`src/rtl/mctrl_pkg.sv`:
```
// Shared encodings for the multicycle sequencer: FSM states, RV32I opcodes,
// instruction classes and the datapath select codes it drives.
package mctrl_pkg;

  typedef enum logic [2:0] {
    ST_IDLE   = 3'd0,
    ST_FETCH  = 3'd1,
    ST_DECODE = 3'd2,
    ST_EXEC   = 3'd3,
    ST_MEM    = 3'd4,
    ST_WB     = 3'd5,
    ST_TRAP   = 3'd6
  } state_t;

  typedef enum logic [2:0] {
    CLS_R      = 3'd0,
    CLS_IALU   = 3'd1,
    CLS_LOAD   = 3'd2,
    CLS_STORE  = 3'd3,
    CLS_BRANCH = 3'd4,
    CLS_JAL    = 3'd5,
    CLS_LUI    = 3'd6
  } cls_t;

  localparam logic [6:0] OP_R      = 7'b0110011;
  localparam logic [6:0] OP_IALU   = 7'b0010011;
  localparam logic [6:0] OP_LOAD   = 7'b0000011;
  localparam logic [6:0] OP_STORE  = 7'b0100011;
  localparam logic [6:0] OP_BRANCH = 7'b1100011;
  localparam logic [6:0] OP_JAL    = 7'b1101111;
  localparam logic [6:0] OP_LUI    = 7'b0110111;

  localparam logic [1:0] PC_PLUS4 = 2'b00;
  localparam logic [1:0] PC_IMM   = 2'b01;
  localparam logic [1:0] PC_ALU   = 2'b10;

  localparam logic [1:0] WB_ALU = 2'b00;
  localparam logic [1:0] WB_MEM = 2'b01;
  localparam logic [1:0] WB_PC4 = 2'b10;
  localparam logic [1:0] WB_IMM = 2'b11;

  localparam logic [2:0] IMM_I = 3'b000;
  localparam logic [2:0] IMM_S = 3'b001;
  localparam logic [2:0] IMM_B = 3'b010;
  localparam logic [2:0] IMM_J = 3'b011;
  localparam logic [2:0] IMM_U = 3'b100;

  localparam int WAIT_MAX_DEF = 16;
  localparam int CNT_W_DEF    = 32;

  // R-type has no immediate; it shares code 000 with I.
  function automatic logic [2:0] imm_of_cls(input cls_t c);
    case (c)
      CLS_STORE:  return IMM_S;
      CLS_BRANCH: return IMM_B;
      CLS_JAL:    return IMM_J;
      CLS_LUI:    return IMM_U;
      default:    return IMM_I;
    endcase
  endfunction

  function automatic logic [1:0] wb_of_cls(input cls_t c);
    case (c)
      CLS_LOAD: return WB_MEM;
      CLS_JAL:  return WB_PC4;
      CLS_LUI:  return WB_IMM;
      default:  return WB_ALU;
    endcase
  endfunction

endpackage

```
`src/rtl/mctrl_if.sv`:
```
// Control/status bundle between multicycle_ctrl and the datapath.
// Defining MCTRL_PERF_EN adds the cycle_cnt/instret_cnt outputs.
interface mctrl_if
`ifdef MCTRL_PERF_EN
  #(parameter int CNT_W = mctrl_pkg::CNT_W_DEF)
`endif
  ;
  logic [6:0] opcode;
  logic       zero;
  logic       mem_ready;
  logic       ir_we;
  logic       pc_we;
  logic [1:0] pc_src;
  logic       mem_req;
  logic       mem_we;
  logic       iord;
  logic       reg_we;
  logic [1:0] wb_sel;
  logic       alu_src;
  logic [2:0] imm_sel;
  logic       illegal;
  logic       timeout;
  logic [2:0] state_o;
`ifdef MCTRL_PERF_EN
  logic [CNT_W-1:0] cycle_cnt;
  logic [CNT_W-1:0] instret_cnt;
`endif

  modport master (
    input  opcode, zero, mem_ready,
    output ir_we, pc_we, pc_src, mem_req, mem_we, iord, reg_we,
           wb_sel, alu_src, imm_sel, illegal, timeout, state_o
`ifdef MCTRL_PERF_EN
    ,
    output cycle_cnt, instret_cnt
`endif
  );

  modport slave (
    output opcode, zero, mem_ready,
    input  ir_we, pc_we, pc_src, mem_req, mem_we, iord, reg_we,
           wb_sel, alu_src, imm_sel, illegal, timeout, state_o
`ifdef MCTRL_PERF_EN
    ,
    input  cycle_cnt, instret_cnt
`endif
  );

endinterface

```
`src/rtl/mctrl_decode.sv`:
```
// Combinational opcode classifier: instruction class, immediate format and
// unsupported-opcode flag for the DECODE state.
module mctrl_decode
  import mctrl_pkg::*;
(
  input  logic [6:0] opcode,
  output cls_t       cls,
  output logic [2:0] imm_sel,
  output logic       illegal
);

  always_comb begin
    cls     = CLS_R;
    illegal = 1'b0;
    case (opcode)
      OP_R:      cls = CLS_R;
      OP_IALU:   cls = CLS_IALU;
      OP_LOAD:   cls = CLS_LOAD;
      OP_STORE:  cls = CLS_STORE;
      OP_BRANCH: cls = CLS_BRANCH;
      OP_JAL:    cls = CLS_JAL;
      OP_LUI:    cls = CLS_LUI;
      default:   illegal = 1'b1;
    endcase
  end

  assign imm_sel = imm_of_cls(cls);

endmodule

```
`src/rtl/multicycle_ctrl.sv`:
```
// Multi-cycle FETCH/DECODE/EXEC/MEM/WB sequencer with shared-memory wait timeout.
// Defining MCTRL_PERF_EN adds wrapping cycle and retired-instruction counters.
module multicycle_ctrl
  import mctrl_pkg::*;
#(
  parameter int WAIT_MAX = WAIT_MAX_DEF
`ifdef MCTRL_PERF_EN
  ,
  parameter int CNT_W = CNT_W_DEF
`endif
) (
  input logic     CLK,
  input logic     RST,
  mctrl_if.master bus
);

  localparam int WCNT_W = (WAIT_MAX < 2) ? 1 : $clog2(WAIT_MAX);

  state_t            state, state_nx;
  cls_t              cls_q, dec_cls;
  logic [2:0]        dec_imm;
  logic              dec_illegal;
  logic [WCNT_W-1:0] wait_cnt;
  logic              illegal_q, timeout_q;
  logic              stall, expire;

  logic       ir_we, pc_we, mem_req, mem_we, iord, reg_we, alu_src;
  logic [1:0] pc_src, wb_sel;
  logic [2:0] imm_sel;

  mctrl_decode u_decode (
    .opcode  (bus.opcode),
    .cls     (dec_cls),
    .imm_sel (dec_imm),
    .illegal (dec_illegal)
  );

  // The last permitted wait cycle traps unless mem_ready arrives in it.
  assign stall  = mem_req && !bus.mem_ready;
  assign expire = stall && (wait_cnt == WCNT_W'(WAIT_MAX - 1));

  always_ff @(posedge CLK or posedge RST) begin
    if (RST) state <= ST_IDLE;
    else     state <= state_nx;
  end

  always_comb begin
    state_nx = state;
    case (state)
      ST_IDLE:   state_nx = ST_FETCH;
      ST_FETCH:  if (bus.mem_ready) state_nx = ST_DECODE;
                 else if (expire)   state_nx = ST_TRAP;
      ST_DECODE: state_nx = dec_illegal ? ST_TRAP : ST_EXEC;
      ST_EXEC: begin
        case (cls_q)
          CLS_BRANCH:          state_nx = ST_FETCH;
          CLS_LOAD, CLS_STORE: state_nx = ST_MEM;
          default:             state_nx = ST_WB;
        endcase
      end
      ST_MEM:    if (bus.mem_ready) state_nx = (cls_q == CLS_STORE) ? ST_FETCH : ST_WB;
                 else if (expire)   state_nx = ST_TRAP;
      ST_WB:     state_nx = ST_FETCH;
      ST_TRAP:   state_nx = ST_TRAP;
      default:   state_nx = ST_IDLE;
    endcase
  end

  always_comb begin
    ir_we   = 1'b0;
    pc_we   = 1'b0;
    pc_src  = PC_PLUS4;
    mem_req = 1'b0;
    mem_we  = 1'b0;
    iord    = 1'b0;
    reg_we  = 1'b0;
    wb_sel  = WB_ALU;
    alu_src = 1'b0;
    imm_sel = IMM_I;
    case (state)
      ST_FETCH: begin
        mem_req = 1'b1;
        ir_we   = bus.mem_ready;
      end
      ST_DECODE: imm_sel = dec_imm;
      ST_EXEC: begin
        imm_sel = imm_of_cls(cls_q);
        alu_src = (cls_q == CLS_IALU) || (cls_q == CLS_LOAD) || (cls_q == CLS_STORE);
        if (cls_q == CLS_BRANCH) begin
          pc_we  = 1'b1;
          pc_src = bus.zero ? PC_IMM : PC_PLUS4;
        end
      end
      ST_MEM: begin
        imm_sel = imm_of_cls(cls_q);
        mem_req = 1'b1;
        iord    = 1'b1;
        alu_src = 1'b1;
        mem_we  = (cls_q == CLS_STORE);
        pc_we   = (cls_q == CLS_STORE) && bus.mem_ready;
      end
      ST_WB: begin
        imm_sel = imm_of_cls(cls_q);
        reg_we  = 1'b1;
        wb_sel  = wb_of_cls(cls_q);
        pc_we   = 1'b1;
        pc_src  = (cls_q == CLS_JAL) ? PC_IMM : PC_PLUS4;
      end
      default: ;
    endcase
  end

  // Wait counter restarts on every state change, so it only spans one access.
  always_ff @(posedge CLK or posedge RST) begin
    if (RST) begin
      wait_cnt  <= '0;
      cls_q     <= CLS_R;
      illegal_q <= 1'b0;
      timeout_q <= 1'b0;
    end else begin
      if (state_nx != state) wait_cnt <= '0;
      else if (stall)        wait_cnt <= wait_cnt + WCNT_W'(1);
      if (state == ST_DECODE) begin
        cls_q <= dec_cls;
        if (dec_illegal) illegal_q <= 1'b1;
      end
      if (expire) timeout_q <= 1'b1;
    end
  end

`ifdef MCTRL_PERF_EN
  logic [CNT_W-1:0] cycle_cnt, instret_cnt;

  always_ff @(posedge CLK or posedge RST) begin
    if (RST) begin
      cycle_cnt   <= '0;
      instret_cnt <= '0;
    end else begin
      if (state != ST_IDLE && state != ST_TRAP) cycle_cnt <= cycle_cnt + CNT_W'(1);
      if (pc_we) instret_cnt <= instret_cnt + CNT_W'(1);
    end
  end

  assign bus.cycle_cnt   = cycle_cnt;
  assign bus.instret_cnt = instret_cnt;
`endif

  assign bus.ir_we   = ir_we;
  assign bus.pc_we   = pc_we;
  assign bus.pc_src  = pc_src;
  assign bus.mem_req = mem_req;
  assign bus.mem_we  = mem_we;
  assign bus.iord    = iord;
  assign bus.reg_we  = reg_we;
  assign bus.wb_sel  = wb_sel;
  assign bus.alu_src = alu_src;
  assign bus.imm_sel = imm_sel;
  assign bus.illegal = illegal_q;
  assign bus.timeout = timeout_q;
  assign bus.state_o = state;

endmodule

```
`src/flat_wrapper.sv`:
```
// flat-port wrapper written by rule: the top's interface ports become plain ports
module multicycle_ctrl_flat import mctrl_pkg::*;
#(
  parameter int WAIT_MAX = WAIT_MAX_DEF

)
  (CLK, RST, bus_opcode, bus_zero, bus_mem_ready, bus_ir_we, bus_pc_we, bus_pc_src, bus_mem_req, bus_mem_we, bus_iord, bus_reg_we, bus_wb_sel, bus_alu_src, bus_imm_sel, bus_illegal, bus_timeout, bus_state_o);
  mctrl_if bus_i ();
  input logic CLK;
  input logic RST;
  input wire logic [$bits(bus_i.opcode)-1:0] bus_opcode;
  input wire logic [$bits(bus_i.zero)-1:0] bus_zero;
  input wire logic [$bits(bus_i.mem_ready)-1:0] bus_mem_ready;
  output wire logic [$bits(bus_i.ir_we)-1:0] bus_ir_we;
  output wire logic [$bits(bus_i.pc_we)-1:0] bus_pc_we;
  output wire logic [$bits(bus_i.pc_src)-1:0] bus_pc_src;
  output wire logic [$bits(bus_i.mem_req)-1:0] bus_mem_req;
  output wire logic [$bits(bus_i.mem_we)-1:0] bus_mem_we;
  output wire logic [$bits(bus_i.iord)-1:0] bus_iord;
  output wire logic [$bits(bus_i.reg_we)-1:0] bus_reg_we;
  output wire logic [$bits(bus_i.wb_sel)-1:0] bus_wb_sel;
  output wire logic [$bits(bus_i.alu_src)-1:0] bus_alu_src;
  output wire logic [$bits(bus_i.imm_sel)-1:0] bus_imm_sel;
  output wire logic [$bits(bus_i.illegal)-1:0] bus_illegal;
  output wire logic [$bits(bus_i.timeout)-1:0] bus_timeout;
  output wire logic [$bits(bus_i.state_o)-1:0] bus_state_o;
  assign bus_i.opcode = bus_opcode;
  assign bus_i.zero = bus_zero;
  assign bus_i.mem_ready = bus_mem_ready;
  assign bus_ir_we = bus_i.ir_we;
  assign bus_pc_we = bus_i.pc_we;
  assign bus_pc_src = bus_i.pc_src;
  assign bus_mem_req = bus_i.mem_req;
  assign bus_mem_we = bus_i.mem_we;
  assign bus_iord = bus_i.iord;
  assign bus_reg_we = bus_i.reg_we;
  assign bus_wb_sel = bus_i.wb_sel;
  assign bus_alu_src = bus_i.alu_src;
  assign bus_imm_sel = bus_i.imm_sel;
  assign bus_illegal = bus_i.illegal;
  assign bus_timeout = bus_i.timeout;
  assign bus_state_o = bus_i.state_o;
  multicycle_ctrl #(.WAIT_MAX(WAIT_MAX)) u_core (.CLK(CLK), .RST(RST), .bus(bus_i));
endmodule
```
`config.mk`:
```
export PLATFORM = sky130hd
export DESIGN_NAME = multicycle_ctrl_flat
export DESIGN_NICKNAME = d
export VERILOG_FILES = /design/src/rtl/mctrl_pkg.sv /design/src/rtl/mctrl_if.sv /design/src/rtl/mctrl_decode.sv /design/src/rtl/multicycle_ctrl.sv /design/src/flat_wrapper.sv
export SDC_FILE = /design/constraint.sdc
export NUM_CORES = 1
export LEC_CHECK = 0
export CORE_MARGIN = 3
export CORE_UTILIZATION = 29
export CTS_BUF_LIST = sky130_fd_sc_hd__clkbuf_4
export DETAILED_ROUTE_END_ITERATION = 10
export PLACE_DENSITY = 0.63
export SETUP_SLACK_MARGIN = 0.4
export SYNTH_ARGS = -nofsm -noshare
export SYNTH_HDL_FRONTEND = slang
export SYNTH_HIERARCHICAL = 1
export SYNTH_SLANG_ARGS = --single-unit
```
`constraint.sdc`:
```
create_clock -name CLK -period 2.1 [get_ports CLK]
set_input_delay 0.63 -clock CLK [delete_from_list [all_inputs] [get_ports CLK]]
set_output_delay 0.63 -clock CLK [all_outputs]
set_load 0.02 [all_outputs]
```
==> Yosys cells after proc, flatten, opt, wreduce, memory -nomap -nowiden <==
Index checks and enable logic that the tools add are counted.
{ "totals": {"regBits": 12, "latchBits": 0, "mem_bits_rw": 0, "mem_bits_ro": 0, "inputBits": 11, "output_inout_bits": 19, "word_cells": 73, "mem_count": 0} }
{ "classes": {"add_sub_neg": 1, "multipliers": 0, "div": 0, "order_cmp": 0, "eq_ne": 25, "n_shift": 0, "muxes": 27, "n_bitwise": 1, "reduce_logical": 14} }
{ "op_table": {"columns": ["operator", "count"], "rows": [
  ["one-hot mux 3 bit (6 select lines)", 2],
  ["equality test 3 bit, second input constant", 9],
  ["one-hot mux 3 bit (4 select lines)", 2],
  ["equality test 7 x 6 -> 1 bit, second input constant", 3],
  ["equality test 3 x 2 -> 1 bit, second input constant", 5],
  ["2-to-1 mux 3 bit", 5],
  ["equality test 7 bit, second input constant", 2],
  ["one-hot mux 3 bit (2 select lines)", 2],
  ["2-to-1 mux 1 bit", 8],
  ["2-to-1 mux 4 bit", 2],
  ["equality test 7 x 2 -> 1 bit, second input constant", 1],
  ["equality test 7 x 5 -> 1 bit, second input constant", 1],
  ["OR reduction 7 bit", 1],
  ["equality test 3 x 1 -> 1 bit, second input constant", 2],
  ["one-hot mux 2 bit (3 select lines)", 1],
  ["OR reduction 2 bit", 3],
  ["adder 4 x 1 -> 4 bit, second input constant", 1],
  ["equality test 4 bit, second input constant", 1],
  ["2-to-1 mux 2 bit", 2],
  ["one-hot mux 2 bit (2 select lines)", 1],
  ["logical AND 1 bit", 3],
  ["logical NOT 3 bit", 1],
  ["inequality test 3 bit", 1],
  ["one-hot mux 1 bit (3 select lines)", 1],
  ["7 further kinds", 8]
]} }

==> Logic depth before layout (Yosys ltp) <==
{ "depth": {"word_depth": 10, "depth_mapped": 7, "ltp_nobuf": 6} }

==> Hierarchy <==
The synthesis kept the hierarchy.
{ "modules_own_cells": {"columns": ["module", "n_inst", "cells_per_inst", "area_each_um2", "seq_area_each_um2"], "rows": [
  ["multicycle_ctrl", 1, 102, 887.1, 300.3],
  ["mctrl_decode", 1, 23, 142.6, 0.0]
]} }

==> Worst setup path before layout <==
No wires, ideal clock.
{ "synth_timing": {"path_kind": "input -> output", "startpoint": "input bus_opcode[6]", "endpoint": "output bus_imm_sel[0]", "arrival_time_ns": 1.669, "slack_ns": -0.199, "path_stages": 5, "path_buffers": 0, "cell_sequence": "nor3_2 > nor2_1 > nor3_1 > nand2b_1 > o21ai_0"} }
{ "synth_between": {"elab_chain_cells": 5, "word_cells_on_any_way": 13} }
{ "synth_lines": {"columns": ["element", "line", "source"], "rows": [
  ["from (decl)", "flat_wrapper.sv:11", "input wire logic [$bits(bus_i.opcode)-1:0] bus_opcode;"],
  ["equality test 7 x 6 -> 1 bit (tied with other cells)", "mctrl_decode.sv:15", "case (opcode)"],
  ["one-hot mux 3 bit (6 select lines) *", "mctrl_decode.sv:15", null],
  ["equality test 3 bit / equality test 3 x 2 -> 1 bit (equally long branches)", "mctrl_pkg.sv:53", "case (c)"],
  ["one-hot mux 3 bit (4 select lines) *", "mctrl_pkg.sv:53", null],
  ["net u_core.dec_imm[0]", "multicycle_ctrl.sv:21", "logic [2:0] dec_imm;"],
  ["one-hot mux 3 bit (2 select lines) *", "multicycle_ctrl.sv:80", "case (state)"],
  ["to (decl)", "flat_wrapper.sv:23", "output wire logic [$bits(bus_i.imm_sel)-1:0] bus_imm_sel;"]
]} }
The timed path passes the listed nets; every way through them passes the cells marked *.

==> Final worst setup path <==
Ends and elaborated chain as after synthesis.

==> impl_metrics.env <==
export IMPL_ys_warnings_count=6
export IMPL_clk_latency_ps=270
export IMPL_nets=217
export IMPL_grt_pass1_wl_mm=5.62
export IMPL_gp_congestion=0.814
export IMPL_r2r_slack_ps=250
export IMPL_violations="setup timing"
export IMPL_syn_nets=137
export IMPL_setup_viol=3
export IMPL_grt_setup_unrepaired="yes"
export IMPL_crit_type="in -> out"
export IMPL_cp_max_fo=4
export IMPL_start_kind="primary input"
export IMPL_ios=30
export IMPL_worst_slack_ps=-100
export IMPL_reg2reg_from="u_core/cls_q[1]"
export IMPL_mappedNetlistArea_sq_um=1030
export IMPL_coreArea_sq_um=3390
export IMPL_whs_endpoint="u_core/bus.timeout"
export IMPL_start_util_pct=30.4
export IMPL_antenna_found_initial=0
export IMPL_reg2reg_depth=11
export IMPL_slew_viol_final=0
export IMPL_worstHoldStart="u_core/bus.timeout"
export IMPL_cts_buffer_depth=2
export IMPL_cellPowerDensity_nw_per_um2=926
export IMPL_cts_hold_buf=0
export IMPL_dpl_hpwl_mm=2.24
export IMPL_htreeDepth=1
export IMPL_fillers=262
export IMPL_vdd_ir_drop_max_mv=0.423
export IMPL_grt_max_degree=15
export IMPL_drive_gt1_share_pct=63.2
export IMPL_place_area_sq_um=1700
export IMPL_synth_top_flop_cell="dfrtp_1"
export IMPL_syn_to_final_growth_pct=102
export IMPL_critPathCaptureType="primary output"
export IMPL_tritoncts="built"
export IMPL_hold_depth=1
export IMPL_die_h_microns=65.6
export IMPL_viasPerCell=5.06
export IMPL_cts_root_buf="clkbuf_4"
export IMPL_drt_wl_total_mm=3.42
export IMPL_synthArstFlopShare_pct=100
export IMPL_num_vias=1265
export IMPL_required_ps=1470
export IMPL_drv_cap=0
export IMPL_ys_types=48
export IMPL_dieWidth_microns=65.6
export IMPL_ant_nets=0
export IMPL_post_drt_wl_per_cell_microns=13.7
export IMPL_r2r_end="u_core/bus.state_o[2]"
export IMPL_worst_pin_slew_ps=501
export IMPL_max_slew_margin_pct=66.6
export IMPL_register_area_sq_um=305
export IMPL_fmax_ghz=0.454
export IMPL_leakage_nw=0.927
export IMPL_ys_ff_latch=12
export IMPL_grt_pass1_vias=1270
export IMPL_finalHoldViolCount=0
export IMPL_finalCritPeriodShare_pct=105
export IMPL_rows=21
export IMPL_overflow=0
export IMPL_numClockSinks=12
export IMPL_syn_mean_instance_area_sq_um=8.24
export IMPL_preCtsSetupSlack_ps=-1080
export IMPL_drc=0
export IMPL_finish_instance_area_sq_um=2080
export IMPL_fin_crit_ps=2200
export IMPL_n_antenna_cell=0
export IMPL_outcome="complete, but fails checks"
export IMPL_cp_arrival_ps=1570
export IMPL_port_buffers=28
export IMPL_multi_input_comb_area_sq_um=868
export IMPL_die_area_sq_um=4300
export IMPL_dr_pass1_iters=6
export IMPL_yosysSeqAreaShare_pct=29.2
export IMPL_path_clk_slew_ps=80
export IMPL_synth_edf_count=0
export IMPL_syn_inst=125
export IMPL_finClkSkew_ps=6.71
export IMPL_hp_class="reg -> reg"
export IMPL_grt_use_total_pct=16.5
export IMPL_cts_buffers=3
export IMPL_drt_iter0_drc=52
placed cells by master, fill, tap and decap left out, types with 3 or more instances in the layout:
master / Yosys / layout
nand3_1: 3 / 3
buf_6: 2 / 35
nand2b_1: 5 / 3
dfrtp_2: 0 / 4
a31oi_1: 3 / 3
o221ai_1: 3 / 3
and3_4: 0 / 3
dfrtp_1: 12 / 8
buf_12: 0 / 3
inv_1: 4 / 4
clkbuf_4: 0 / 3
nor2_2: 0 / 3
buf_2: 1 / 5
mux2_2: 3 / 3
o21ai_0: 9 / 5
nor2_4: 0 / 4
a21oi_1: 7 / 5
dlygate4sd2_1: 0 / 3
o21ai_2: 1 / 3
nor2_1: 12 / 5
nand4b_1: 3 / 3
buf_4: 1 / 36
nor2b_1: 7 / 4
how the worst max path moves through the flow:
stage | depth (start not counted) | endpoint | from
6_report | 8 | bus_imm_sel[0] | bus_opcode[6]
3_3_place_gp | 7 | bus_imm_sel[0] | bus_opcode[2]
2_1_floorplan | 5 | bus_imm_sel[0] | bus_opcode[3]
4_1_cts | 8 | bus_imm_sel[0] | bus_opcode[6]
3_5_place_dp | 7 | bus_imm_sel[0] | bus_opcode[2]
5_1_grt | 8 | bus_imm_sel[0] | bus_opcode[6]
registers in the layout (all words and copies together), names as in the netlist:
register / cells
u_core/wait_cnt: 4
u_core/bus.timeout: 1
u_core/bus.illegal: 1
u_core/bus.state_o: 3
u_core/cls_q: 3
routing by layer:
metal  vias to the layer above  share of wire, %  global-route usage [%]
li1                        622                 -                       -
met1                       618                41                    18.9
met2                        25                56                    32.0
met3                         0               2.3                    1.20
met4                         0                 0                    4.92
met5                         -                 0                       0
per-stage QoR:
stage	util (%)	TNS (ps)	cells	power (mW)	hold slack, ps
floorplan	-	0	125	1.11	494
global placement	50.2	-5950	221	1.47	449
detailed placement	50.2	-6260	221	1.50	457
CTS	59.2	-174	246	1.85	475
global route	61.5	-377	250	2.06	510
finish	61.5	-123	250	1.93	472
repair_timing:
item,4_1_cts,5_1_grt
pin swaps,24,13
resized for setup,160,13
buffers inserted,21,4
setup endpoints to repair,28,19
cell families (layout without fill, tap and decap cells):
logic type	count (synthesis)	in the layout	share of synthesized area [%]
simple gates	54	54	31.7
compound gates	36	36	23.7
buf+inv	14	93	7.05
flops	12	12	29.2
mux	4	4	4.25
xor+xnor	3	3	2.55
fa+ha+maj	1	1	1.21
other cells	1	1	0.364
synth_stat cells (3+ instances only):
cell,n,area (sq um)
a21oi_1,7,35.0
a31oi_1,3,18.8
and3_1,4,25.0
clkbuf_1,6,22.5
dfrtp_1,12,300
inv_1,4,15.0
mux2_2,3,33.8
nand2b_1,5,31.3
nand3_1,3,15.0
nand4b_1,3,26.3
nor2_1,12,45.0
nor2b_1,7,43.8
o21ai_0,9,45.0
o221ai_1,3,26.3
area by class of cell:
cell class                      count  area share, %
Tap cell                           46           2.76
Sequential cell                    12           14.6
Clock inverter                      1          0.180
Inverter                            4          0.720
Multi-Input combinational cell     99           41.7
Timing Repair Buffer               85           39.0
Clock buffer                        3           1.08
report_power, final:
part | switching (mW) | total [mW] | leakage (nW) | internal [mW]
registers | 0.0618 | 0.349 | 0.153 | 0.287
clock network | 0.0775 | 0.146 | 0.0154 | 0.0687
logic | 0.685 | 1.44 | 0.759 | 0.750
total | 0.824 | 1.93 | 0.927 | 1.11
worst max-delay path: stages:
cell and delay [ps]:
buf_6 90, buf_6 120, nor3_4 130, nor2_2 60, nor3_1 160, nand2b_1 120, o21ai_4 130, buf_6 130
(Power assumes the default switching activity.)
==> RTL edit (config.mk and constraints unchanged) <==
Encoding of `cls_t`: now one-hot (7 bits for 7 values).
--- a/src/rtl/mctrl_pkg.sv
+++ b/src/rtl/mctrl_pkg.sv
@@ -13,12 +13,12 @@
   } state_t;
 
-  typedef enum logic [2:0] {
-    CLS_R      = 3'd0,
-    CLS_IALU   = 3'd1,
-    CLS_LOAD   = 3'd2,
-    CLS_STORE  = 3'd3,
-    CLS_BRANCH = 3'd4,
-    CLS_JAL    = 3'd5,
-    CLS_LUI    = 3'd6
+  typedef enum logic [6:0] {
+    CLS_R      = 7'b0000001,
+    CLS_IALU   = 7'b0000010,
+    CLS_LOAD   = 7'b0000100,
+    CLS_STORE  = 7'b0001000,
+    CLS_BRANCH = 7'b0010000,
+    CLS_JAL    = 7'b0100000,
+    CLS_LUI    = 7'b1000000
   } cls_t;
 
Behaviour: same outputs for any inputs over 10 cycles, from zero or initial values and one cycle with RST high; not proved beyond that.
==> RTL edit against the original RTL <==
The flow still finishes with violations (negative setup slack). Wire length increased by 43%. Sequential cell count increased by 4. Critical path type is now reg2out. Worst setup slack got worse by 0.49 ns. Register-to-register slack got worse by 0.36 ns. Largest cell class unchanged. Total power increased by 48%. Critical endpoint unchanged. First-iteration DRC count increased by 98%. Sequential share of layout area decreased by 0.22 points. Final area increased by 35%. Synthesized area increased by 33%. Fmax decreased by 18%.
==> RTL edit: results (changes against the original RTL) <==
Critical path
  – Reg2reg start: u_core/bus.state_o[0]$_DFF_PP0_
  – Worst EP arrival: 2.06 ns (+0.49 ns)
  – Reg2Reg Depth: 9 (-2)
  – Reg2Reg Setup Slack: -0.11 ns (-0.36 ns)
  – Reg-to-reg endpoint: u_core/wait_cnt[1]$_DFFE_PP0P_
  – Crit-path max FO: 2 (-2)

Clocking
  – H-tree levels: 1 (unchanged)
  – Root buffer cell: clkbuf_4
  – Clock buffer count from CTS: 3 (unchanged)
  – Worst skew pair latency: 0.28 ns
  – CTS clock-pin slew for the worst setup and hold paths: 0.10 ns (+0.02 ns)

Route
  – Drt first pass iters: 4 (-2)
  – Final Routed Wirelength: 4.87 mm (+43%)
  – DRT iter0 DRCs: 103 (+98%)
  – Drt wl/cell: 15.2 um (+11%)
  – Via density: 5.17 (+2.3%)

Synth
  – Synth cell count leaders: dfrtp_1 (15), nand2_1 (14), nor2_1 (13), nor3_1 (11)
  – Synth Warn #: 6 (unchanged)
  – FFs w/ async S/R, synth: 1.00 (unchanged)
  – Sequential fraction of the synthesis area: 0.293 (+0.00180)
  – Synthesized area per cell: 8.61 um^2 (+4.5%)
  – Syn nets: 171 (+25%)
  – Main synth FF type: dfrtp_1
  – Dominant cells by area after synthesis: dfrtp_1 (27%), mux2_2 (5.8%), nor3_1 (4.0%)
  – Synth cell types: 52 (+8.3%)

STA
  – Setup total negative slack: -5.02 ns (-4.90 ns)
  – Final setup margin: -0.589 ns (-0.489 ns)
  – Final hold slack: 0.471 ns (-0.000620 ns)
  – Skew final: 0.00218 ns (-0.00453 ns)
  – Final setup violation count: 13 (+10)

Global route
  – First-pass GRT wire length: 7.32 mm (+30%)
  – Largest net degree at the start of global routing: 17 (+2)
  – GR Util All Layers: 0.164 (-0.00107)
  – Vias in the first global route: 1595 (+26%)

Cells and area
  – Layout cells sized above 1: 0.662 (+0.0294)
  – Antenna cell count: 0 (unchanged)
  – Layout fillers: 353 (+35%)
  – Most flops, register: u_core/cls_q
  – Nets: 282 (+30%)
  – Largest register FFs: 7 (+3)

Placed design
  – IO buf count: 28 (unchanged)
  – Gp weighted congestion: 0.771 (-5.4%)
  – DP HPWL: 3.17 mm (+41%)
  – DP Cell Count: 291 (+32%)

Worst hold path
  – WHS Endpoint: u_core/bus.illegal$_DFFE_PP0P_
  – Hold path start: u_core/bus.illegal$_DFFE_PP0P_
  – Hold path cells: 1 (unchanged)

Pwr
  – Lkg Pwr: 1.21 nW (+31%)
  – Maximum vdd ir drop: 0.387 mV (-8.4%)

Run status
  – Outcome: complete, but fails checks
  – Failing checks: negative setup slack
==> RTL edit: cell types whose count changed after synthesis, sizes merged, moves of 4 or more <==
cell	delta
xnor2	+4
nor3	+9
nor4	+6
nand2	+12
o21ai	-4
mux2	+4
nor2b	-6
==> RTL edit: cell type report <==
cell class / instances / area share
clock buffer: 3 / 0.00801
clock inverter: 1 / 0.00134
inverter: 4 / 0.00534
multi-input combinational: 129 / 0.435
sequential: 16 / 0.144
tap: 52 / 0.0232
timing repair buffer: 116 / 0.383
==> RTL edit: per-stage QoR <==
step / utilization / instance area (um^2) / worst slack (ns)
5_1_grt: 0.632 / 2810 / -0.693
3_5_place_dp: 0.501 / 2230 / -1.30
2_1_floorplan: - / 1490 / -0.280
3_3_place_gp: 0.501 / 2230 / -1.26
4_1_cts: 0.588 / 2610 / -0.603
6_report: 0.632 / 2810 / -0.589
==> RTL edit: cell families (layout without fill, tap and decap cells) <==
family | after synthesis | after routing | synth area share
AO/OA/AOI/OAI | 32 | 32 | 0.164
other | 1 | 1 | 0.00274
multiplexers | 11 | 11 | 0.0868
AND/OR/NAND/NOR | 78 | 78 | 0.346
XOR/XNOR | 6 | 6 | 0.0384
adder cells (fa/ha/maj) | 1 | 1 | 0.00914
buffers and inverters | 14 | 124 | 0.0594
flip-flops | 16 | 16 | 0.293
==> RTL edit: per-layer routing <==
metal,GRT usage,up-vias,share of wire
li1,-,818,-
met1,0.223,811,0.45
met2,0.289,30,0.52
met3,0.0120,2,0.021
met4,0.0257,0,0.0057
met5,0,-,0
==> RTL edit: timing repair <==
item / 4_1_cts / 5_1_grt
gates resized for setup: 180 / 31
buffers inserted: 16 / 9
gates cloned: 0 / 1
pin swaps: 24 / 20
endpoints found under the setup margin: 30 / 26
==> RTL edit: worst max-delay path by stage <==
stage	startpoint	end	slack [ns]	cells after the start
after CTS	u_core/cls_q[6]$_DFFE_PP0N_	bus_imm_sel[0]	-0.60	6
after global routing	u_core/cls_q[6]$_DFFE_PP0N_	bus_imm_sel[0]	-0.69	6
after detailed placement	bus_opcode[3]	bus_imm_sel[0]	-1.30	8
final	u_core/cls_q[6]$_DFFE_PP0N_	bus_imm_sel[0]	-0.59	6
after floorplan	bus_opcode[2]	bus_imm_sel[0]	-0.28	7
after global placement	bus_opcode[3]	bus_imm_sel[0]	-1.26	8
==> RTL edit: worst max-delay path, cell delays in order (launching register included) <==
cell     delay (ns)
dfrtp_1        0.39
or4_4          0.56
nor4_4         0.19
nor2_1         0.11
a211o_1        0.34
o21ai_4        0.07
buf_6          0.13
==> RTL edit: power breakdown <==
part	internal [W]	switching [W]
combinational	0.00124	0.00102
clock	0.0000688	0.000101
sequential	0.000370	0.0000543
